File: config.mk
export PLATFORM = sky130hd
export DESIGN_NAME = alu_arbiter
export DESIGN_NICKNAME = d
export VERILOG_FILES = /design/src/rtl/alu_pkg.sv /design/src/rtl/alu.sv /design/src/rtl/alu_arbiter.sv
export SDC_FILE = /design/constraint.sdc
export NUM_CORES = 1
export LEC_CHECK = 0
export BUFFER_PORTS_ARGS = -buffer_cell sky130_fd_sc_hd__clkbuf_2
export CAP_MARGIN = 15
export CORE_MARGIN = 3
export CORE_UTILIZATION = 51
export DETAILED_ROUTE_END_ITERATION = 8
export PLACE_DENSITY_LB_ADDON = 0.25
export SLEW_MARGIN = 20
export SYNTH_ARGS = -nofsm -noshare
export SYNTH_HDL_FRONTEND = slang
export SYNTH_SLANG_ARGS = --single-unit
File: constraint.sdc
create_clock -name clk -period 2.58 [get_ports clk]
set_input_delay 0.387 -clock clk [delete_from_list [all_inputs] [get_ports clk]]
set_output_delay 0.387 -clock clk [all_outputs]
set_load 0.02 [all_outputs]
File: src/rtl/alu_pkg.sv
// Shared definitions for the ALU datapath and the two-port ALU arbiter:
// opcode values understood by the alu and the arbiter FSM state encoding.
package alu_pkg;

   // Opcodes decoded by the alu; the arbiter passes them through untouched.
   localparam logic [3:0] OP_ADD = 4'h0;
   localparam logic [3:0] OP_XOR = 4'h4;
   localparam logic [3:0] OP_OR  = 4'h6;
   localparam logic [3:0] OP_AND = 4'h7;
   localparam logic [3:0] OP_EQ  = 4'h8;
   localparam logic [3:0] OP_NEQ = 4'h9;
   localparam logic [3:0] OP_SUB = 4'hA;
   localparam logic [3:0] OP_SLT = 4'hC;
   localparam logic [3:0] OP_SGT = 4'hD;
   localparam logic [3:0] OP_ULT = 4'hE;
   localparam logic [3:0] OP_UGE = 4'hF;

   // Arbiter FSM encoding: one operation walks IDLE -> EXEC -> RESP -> IDLE.
   localparam logic [1:0] ST_IDLE = 2'd0;
   localparam logic [1:0] ST_EXEC = 2'd1;
   localparam logic [1:0] ST_RESP = 2'd2;

endpackage

File: src/rtl/alu.sv
// Combinational ALU datapath. Compare opcodes return 1/0 in bit 0, unknown
// opcodes return 0. carryout is the adder carry for ADD and the no-borrow
// flag (a >= b) for SUB; it is 0 for every other opcode.
module alu
   import alu_pkg::*;
#(
   parameter int WIDTH = 16,
   parameter int OPW   = 4
) (
   input  logic [WIDTH-1:0] a,
   input  logic [WIDTH-1:0] b,
   input  logic [OPW-1:0]   op,
   output logic [WIDTH-1:0] alu_output,
   output logic             carryout,
   output logic             zero_flag
);

   logic [WIDTH:0]   sum;
   logic [WIDTH:0]   diff;
   logic [WIDTH-1:0] res;
   logic             cy;

   // Opcode decode: compute the result word and carry for the selected op.
   always_comb begin
      sum  = {1'b0, a} + {1'b0, b};
      diff = {1'b0, a} + {1'b0, ~b} + {{WIDTH{1'b0}}, 1'b1};
      res  = '0;
      cy   = 1'b0;
      case (op)
         OP_ADD: begin
            res = sum[WIDTH-1:0];
            cy  = sum[WIDTH];
         end
         OP_XOR: res = a ^ b;
         OP_OR:  res = a | b;
         OP_AND: res = a & b;
         OP_EQ:  res = {{(WIDTH-1){1'b0}}, (a == b)};
         OP_NEQ: res = {{(WIDTH-1){1'b0}}, (a != b)};
         OP_SUB: begin
            res = diff[WIDTH-1:0];
            cy  = diff[WIDTH];
         end
         OP_SLT: res = {{(WIDTH-1){1'b0}}, ($signed(a) < $signed(b))};
         OP_SGT: res = {{(WIDTH-1){1'b0}}, ($signed(a) > $signed(b))};
         OP_ULT: res = {{(WIDTH-1){1'b0}}, (a < b)};
         OP_UGE: res = {{(WIDTH-1){1'b0}}, (a >= b)};
         default: res = '0;
      endcase
   end

   assign alu_output = res;
   assign carryout   = cy;
   assign zero_flag  = (res == '0);

endmodule

File: src/rtl/alu_arbiter.sv
// Round-robin arbiter sharing one alu between two requesters.
// Handshake rule (all three channels): a transfer happens on the rising edge
// where valid && ready are both high; ready may depend on valid, a requester
// that sees ready=0 must keep valid and its payload stable.
// One operation is in flight at a time: accept (IDLE), compute (EXEC),
// present the tagged result until consumed (RESP). The served requester
// loses priority once its result is taken.
module alu_arbiter
   import alu_pkg::*;
#(
   parameter int WIDTH = 16,
   parameter int OPW   = 4
) (
   input  logic             clk,
   input  logic             rst_n,
   input  logic             req0_valid,
   output logic             req0_ready,
   input  logic [WIDTH-1:0] req0_a,
   input  logic [WIDTH-1:0] req0_b,
   input  logic [OPW-1:0]   req0_op,
   input  logic             req1_valid,
   output logic             req1_ready,
   input  logic [WIDTH-1:0] req1_a,
   input  logic [WIDTH-1:0] req1_b,
   input  logic [OPW-1:0]   req1_op,
   output logic             rsp_valid,
   input  logic             rsp_ready,
   output logic             rsp_id,
   output logic [WIDTH-1:0] rsp_data,
   output logic             rsp_carry,
   output logic             rsp_zero
);

   logic [1:0]       state;
   logic             ptr;
   logic             gnt_id;
   logic             take;
   logic             idle;
   logic             opnd_id;
   logic [WIDTH-1:0] opnd_a;
   logic [WIDTH-1:0] opnd_b;
   logic [OPW-1:0]   opnd_op;
   logic [WIDTH-1:0] alu_out;
   logic             alu_carry;
   logic             alu_zero;

   // Grant selection: a lone requester wins, a tie goes to the pointer.
   always_comb begin
      gnt_id = 1'b0;
      if (req0_valid && req1_valid) begin
         gnt_id = ptr;
      end else if (req1_valid) begin
         gnt_id = 1'b1;
      end
   end

   assign idle       = (state == ST_IDLE);
   assign req0_ready = idle && req0_valid && !gnt_id;
   assign req1_ready = idle && req1_valid && gnt_id;
   assign take       = req0_ready || req1_ready;
   assign rsp_valid  = (state == ST_RESP);

   // Operation sequencing: accept, execute for one cycle, hold the result.
   always_ff @(posedge clk or negedge rst_n) begin
      if (!rst_n) begin
         state <= ST_IDLE;
      end else begin
         case (state)
            ST_IDLE: if (take) state <= ST_EXEC;
            ST_EXEC: state <= ST_RESP;
            ST_RESP: if (rsp_ready) state <= ST_IDLE;
            default: state <= ST_IDLE;
         endcase
      end
   end

   // Priority pointer: the requester whose result was just consumed yields.
   always_ff @(posedge clk or negedge rst_n) begin
      if (!rst_n) begin
         ptr <= 1'b0;
      end else if (rsp_valid && rsp_ready) begin
         ptr <= ~rsp_id;
      end
   end

   // Operand capture from the granted requester on the accepting edge.
   always_ff @(posedge clk or negedge rst_n) begin
      if (!rst_n) begin
         opnd_id <= 1'b0;
         opnd_a  <= '0;
         opnd_b  <= '0;
         opnd_op <= '0;
      end else if (take) begin
         opnd_id <= gnt_id;
         opnd_a  <= gnt_id ? req1_a  : req0_a;
         opnd_b  <= gnt_id ? req1_b  : req0_b;
         opnd_op <= gnt_id ? req1_op : req0_op;
      end
   end

   alu #(
      .WIDTH(WIDTH),
      .OPW  (OPW)
   ) u_alu (
      .a         (opnd_a),
      .b         (opnd_b),
      .op        (opnd_op),
      .alu_output(alu_out),
      .carryout  (alu_carry),
      .zero_flag (alu_zero)
   );

   // Result registers: loaded once in EXEC, then frozen through RESP.
   always_ff @(posedge clk or negedge rst_n) begin
      if (!rst_n) begin
         rsp_id    <= 1'b0;
         rsp_data  <= '0;
         rsp_carry <= 1'b0;
         rsp_zero  <= 1'b0;
      end else if (state == ST_EXEC) begin
         rsp_id    <= opnd_id;
         rsp_data  <= alu_out;
         rsp_carry <= alu_carry;
         rsp_zero  <= alu_zero;
      end
   end

endmodule

==> results.json <==
{
  "ctsLongestPathBuffers": 2,
  "async_flop_share_pct": 100,
  "multiInputGateArea_sq_mm": 0.00390,
  "via_per_inst": 5.81,
  "yosysTopAreaCell": "dfrtp_1",
  "clock_skew_ps": 19.4,
  "drc_errors": 0,
  "synth_compound_area_share_pct": 26.7,
  "crit_type": "reg -> reg",
  "finalSetupTns_ps": -1090,
  "pin_count": 99,
  "yosysMostFrequentCell": "nor2_1",
  "drive_above_1_share_pct": 42.0,
  "synth_cells": 657,
  "fin_nets": 1008,
  "r2r-end": "rsp_zero",
  "clk_pin_slew_ps": 90,
  "critPathCaptureType": "register",
  "maxCapViolCount": 0,
  "place_inst": 981,
  "grt_pass1_vias": 5532,
  "maxSlewViolCount": 0,
  "fp.dieH_um": 109,
  "setup_viol": 9,
  "synth_commonest_cells": "nor2_1 (83), a21oi_1 (75), dfrtp_1 (59)",
  "r2r_start": "opnd_b[0]",
  "outcome": "finished with violations",
  "grtUsageTotal_pct": 30.3,
  "setup_ws_ps": -316,
  "cts_num_sinks": 59,
  "fin_crit_sh_pct": 112,
  "synth-edff-count": 0,
  "die_w_um": 109,
  "drtIter0Drc": 380,
  "antenna_left": 0,
  "finalCriticalPeriod_ps": 2900,
  "synth_area_sq_mm": 0.00537,
  "muxShareOfSynthArea_pct": 7.71,
  "grt.overflow.total": 0,
  "worstPathRequired_ps": 2830,
  "grt_pass1_wl_um": 27900,
  "routed_wirelength_um": 17900,
  "firstDrtPassIters": 5,
  "grt_setup_unrepaired": "true",
  "grt_max_degree": 74,
  "cp-start-kind": "register",
  "crit_fanout": 3,
  "cp.arrival_ps": 3150,
  "synth-seq-cells": 59,
  "row_count": 36,
  "synthSimpleGateAreaFrac_pct": 17.8,
  "violations": "negative setup slack",
  "powerDensity_mw_per_mm2": 1730,
  "synth_fa_ha_area_share_pct": 11.9,
  "core_area_sq_mm": 0.0100,
  "post-dp-hpwl_um": 13500,
  "slew_headroom_pct": 50.5,
  "tritoncts": "done",
  "num_vias": 5916,
  "cts-root-buf": "clkbuf_8",
  "ir_drop_mv": 0.825,
  "synth-main-ff-cell": "dfrtp_1",
  "seqCellArea_sq_mm": 0.00148,
  "min_path_type": "in -> async",
  "ff2ff_setup_slack_ps": -320,
  "layout.cells.non_filler": 1018,
  "areaGrowthSynthToFinish_pct": 43.4,
  "routabilityCongestion": 0.929,
  "dieArea_sq_mm": 0.0118,
  "synth_top_area_share_pct": 27.5,
  "numCtsBuffers": 9,
  "leakage_nw": 3.75,
  "wl_per_cell_um": 17.6,
  "yosys.area_share.xor_xnor_pct": 0.163,
  "finalHoldViolCount": 0,
  "worstSkewPairLatency_ps": 360,
  "h-tree-depth": 3,
  "clock.fmax_mhz": 345,
  "avgSynthCellArea_sq_um": 8.18,
  "tightestPinTransition_ps": 742,
  "r2r_cells": 13,
  "ys_seq_area_share_pct": 27.5,
  "synth_area_leaders": "dfrtp_1 (27%), ha_1 (11%), mux2i_1 (7.1%)",
  "diodes": 0,
  "ys_warn_count": 0,
  "syn-num-nets": 784,
  "synth_top_family_by_area": "compound AO/OA/AOI/OAI gates",
  "port_buffers": 98,
  "antenna_found_initial": 0,
  "fillers": 743,
  "ys_types": 78,
  "start_util_pct": 53.7
}
==> cells by family (layout without fill, tap and decap cells) <==
kind of cell    Yosys count  in the layout
compound gates          213            213
simple gates            201            201
buf+inv                  92            320
flops                    59             59
fa+ha+maj                50             50
mux                      41             41
xor+xnor                  1              1
==> power by group <==
part / internal [mW] / total [mW] / switching (mW)
clock network: 0.494 / 0.891 / 0.397
logic: 5.05 / 10.7 / 5.68
registers: 1.37 / 1.69 / 0.329
total: 6.91 / 13.3 / 6.41
==> per-stage QoR <==
stage / utilization (%) / setup slack [ps] / hold WS, ps / area, sq um / total power, mW
detailed placement: 69.8 / -485 / 471 / 6980 / 10.7
finish: 77.1 / -316 / 72.6 / 7710 / 13.3
global route: 77.1 / -422 / 126 / 7710 / 14.2
CTS: 74.8 / -270 / 93.5 / 7480 / 12.5
global placement: 69.8 / -469 / 456 / 6980 / 10.5
floorplan: - / -31.5 / 91.4 / 5480 / 7.16
==> layout make-up <==
type                       count  area share [%]
timing repair buffer         257            23.2
inverter                      48            2.34
clock inverter                 2           0.455
sequential                    59            19.2
tap                          133            2.16
clock buffer                  13            2.06
multi-input combinational    506            50.6
==> critical path, stage by stage, from the launching register on <==
cell and delay [ps]:
dfrtp_1 430, buf_6 140, ha_4 160, buf_6 110, a211oi_4 270, o31ai_4 120, buf_4 150, a21o_2 180
a21o_1 180, a221o_1 360, a21oi_2 160, and3_4 190, nand4_1 90, o31ai_1 240
==> routing by layer <==
metal	vias to the layer above	global-route usage, %	wire length [um]
li1	2795	-	-
met1	2834	44.0	8070
met2	268	48.1	8190
met3	19	4.26	1390
met4	0	6.58	218
met5	-	0	0
==> worst max-delay path by stage <==
stage,startpoint,endpoint,slack (ps),cells after the start
CTS,opnd_a[0],rsp_zero,-270,13
detailed placement,opnd_a[0],rsp_zero,-490,12
global route,opnd_a[0],rsp_zero,-420,12
finish,opnd_b[0],rsp_zero,-320,13
floorplan,opnd_b[0],rsp_data[14],-30,10
global placement,opnd_a[0],rsp_zero,-470,12
==> sequential cells by signal, summed over array words and instances, names as in the netlist <==
| signal | flops |
|---|---|
| opnd_a | 16 |
| opnd_b | 16 |
| rsp_data | 16 |
| opnd_op | 4 |
| state | 2 |
| opnd_id | 1 |
| ptr | 1 |
| rsp_carry | 1 |
| rsp_id | 1 |
| rsp_zero | 1 |
==> cell usage in the layout (no fill, tap or decap), types with 5 or more instances in the layout <==
master	count
a21o_1	5
a21oi_1	64
a21oi_2	10
a22oi_1	9
a31oi_1	6
buf_12	6
buf_4	146
buf_6	7
clkbuf_2	98
clkbuf_8	11
dfrtp_1	58
ha_1	36
ha_4	9
inv_1	40
inv_2	8
mux2i_1	38
nand2_1	44
nand2b_1	9
nand3_1	5
nor2_1	82
nor2b_1	8
nor3_1	9
nor3_2	5
nor4_1	6
o21ai_0	31
o21ai_1	6
o21ai_2	11
==> timing repair <==
action | CTS | global route
resized for setup | 52 | 42
setup endpoints to repair | 12 | 13
hold buffers | 0 | 0
setup buffers | 14 | 14
pin swaps | 30 | 37
(Power assumes the default switching activity.)
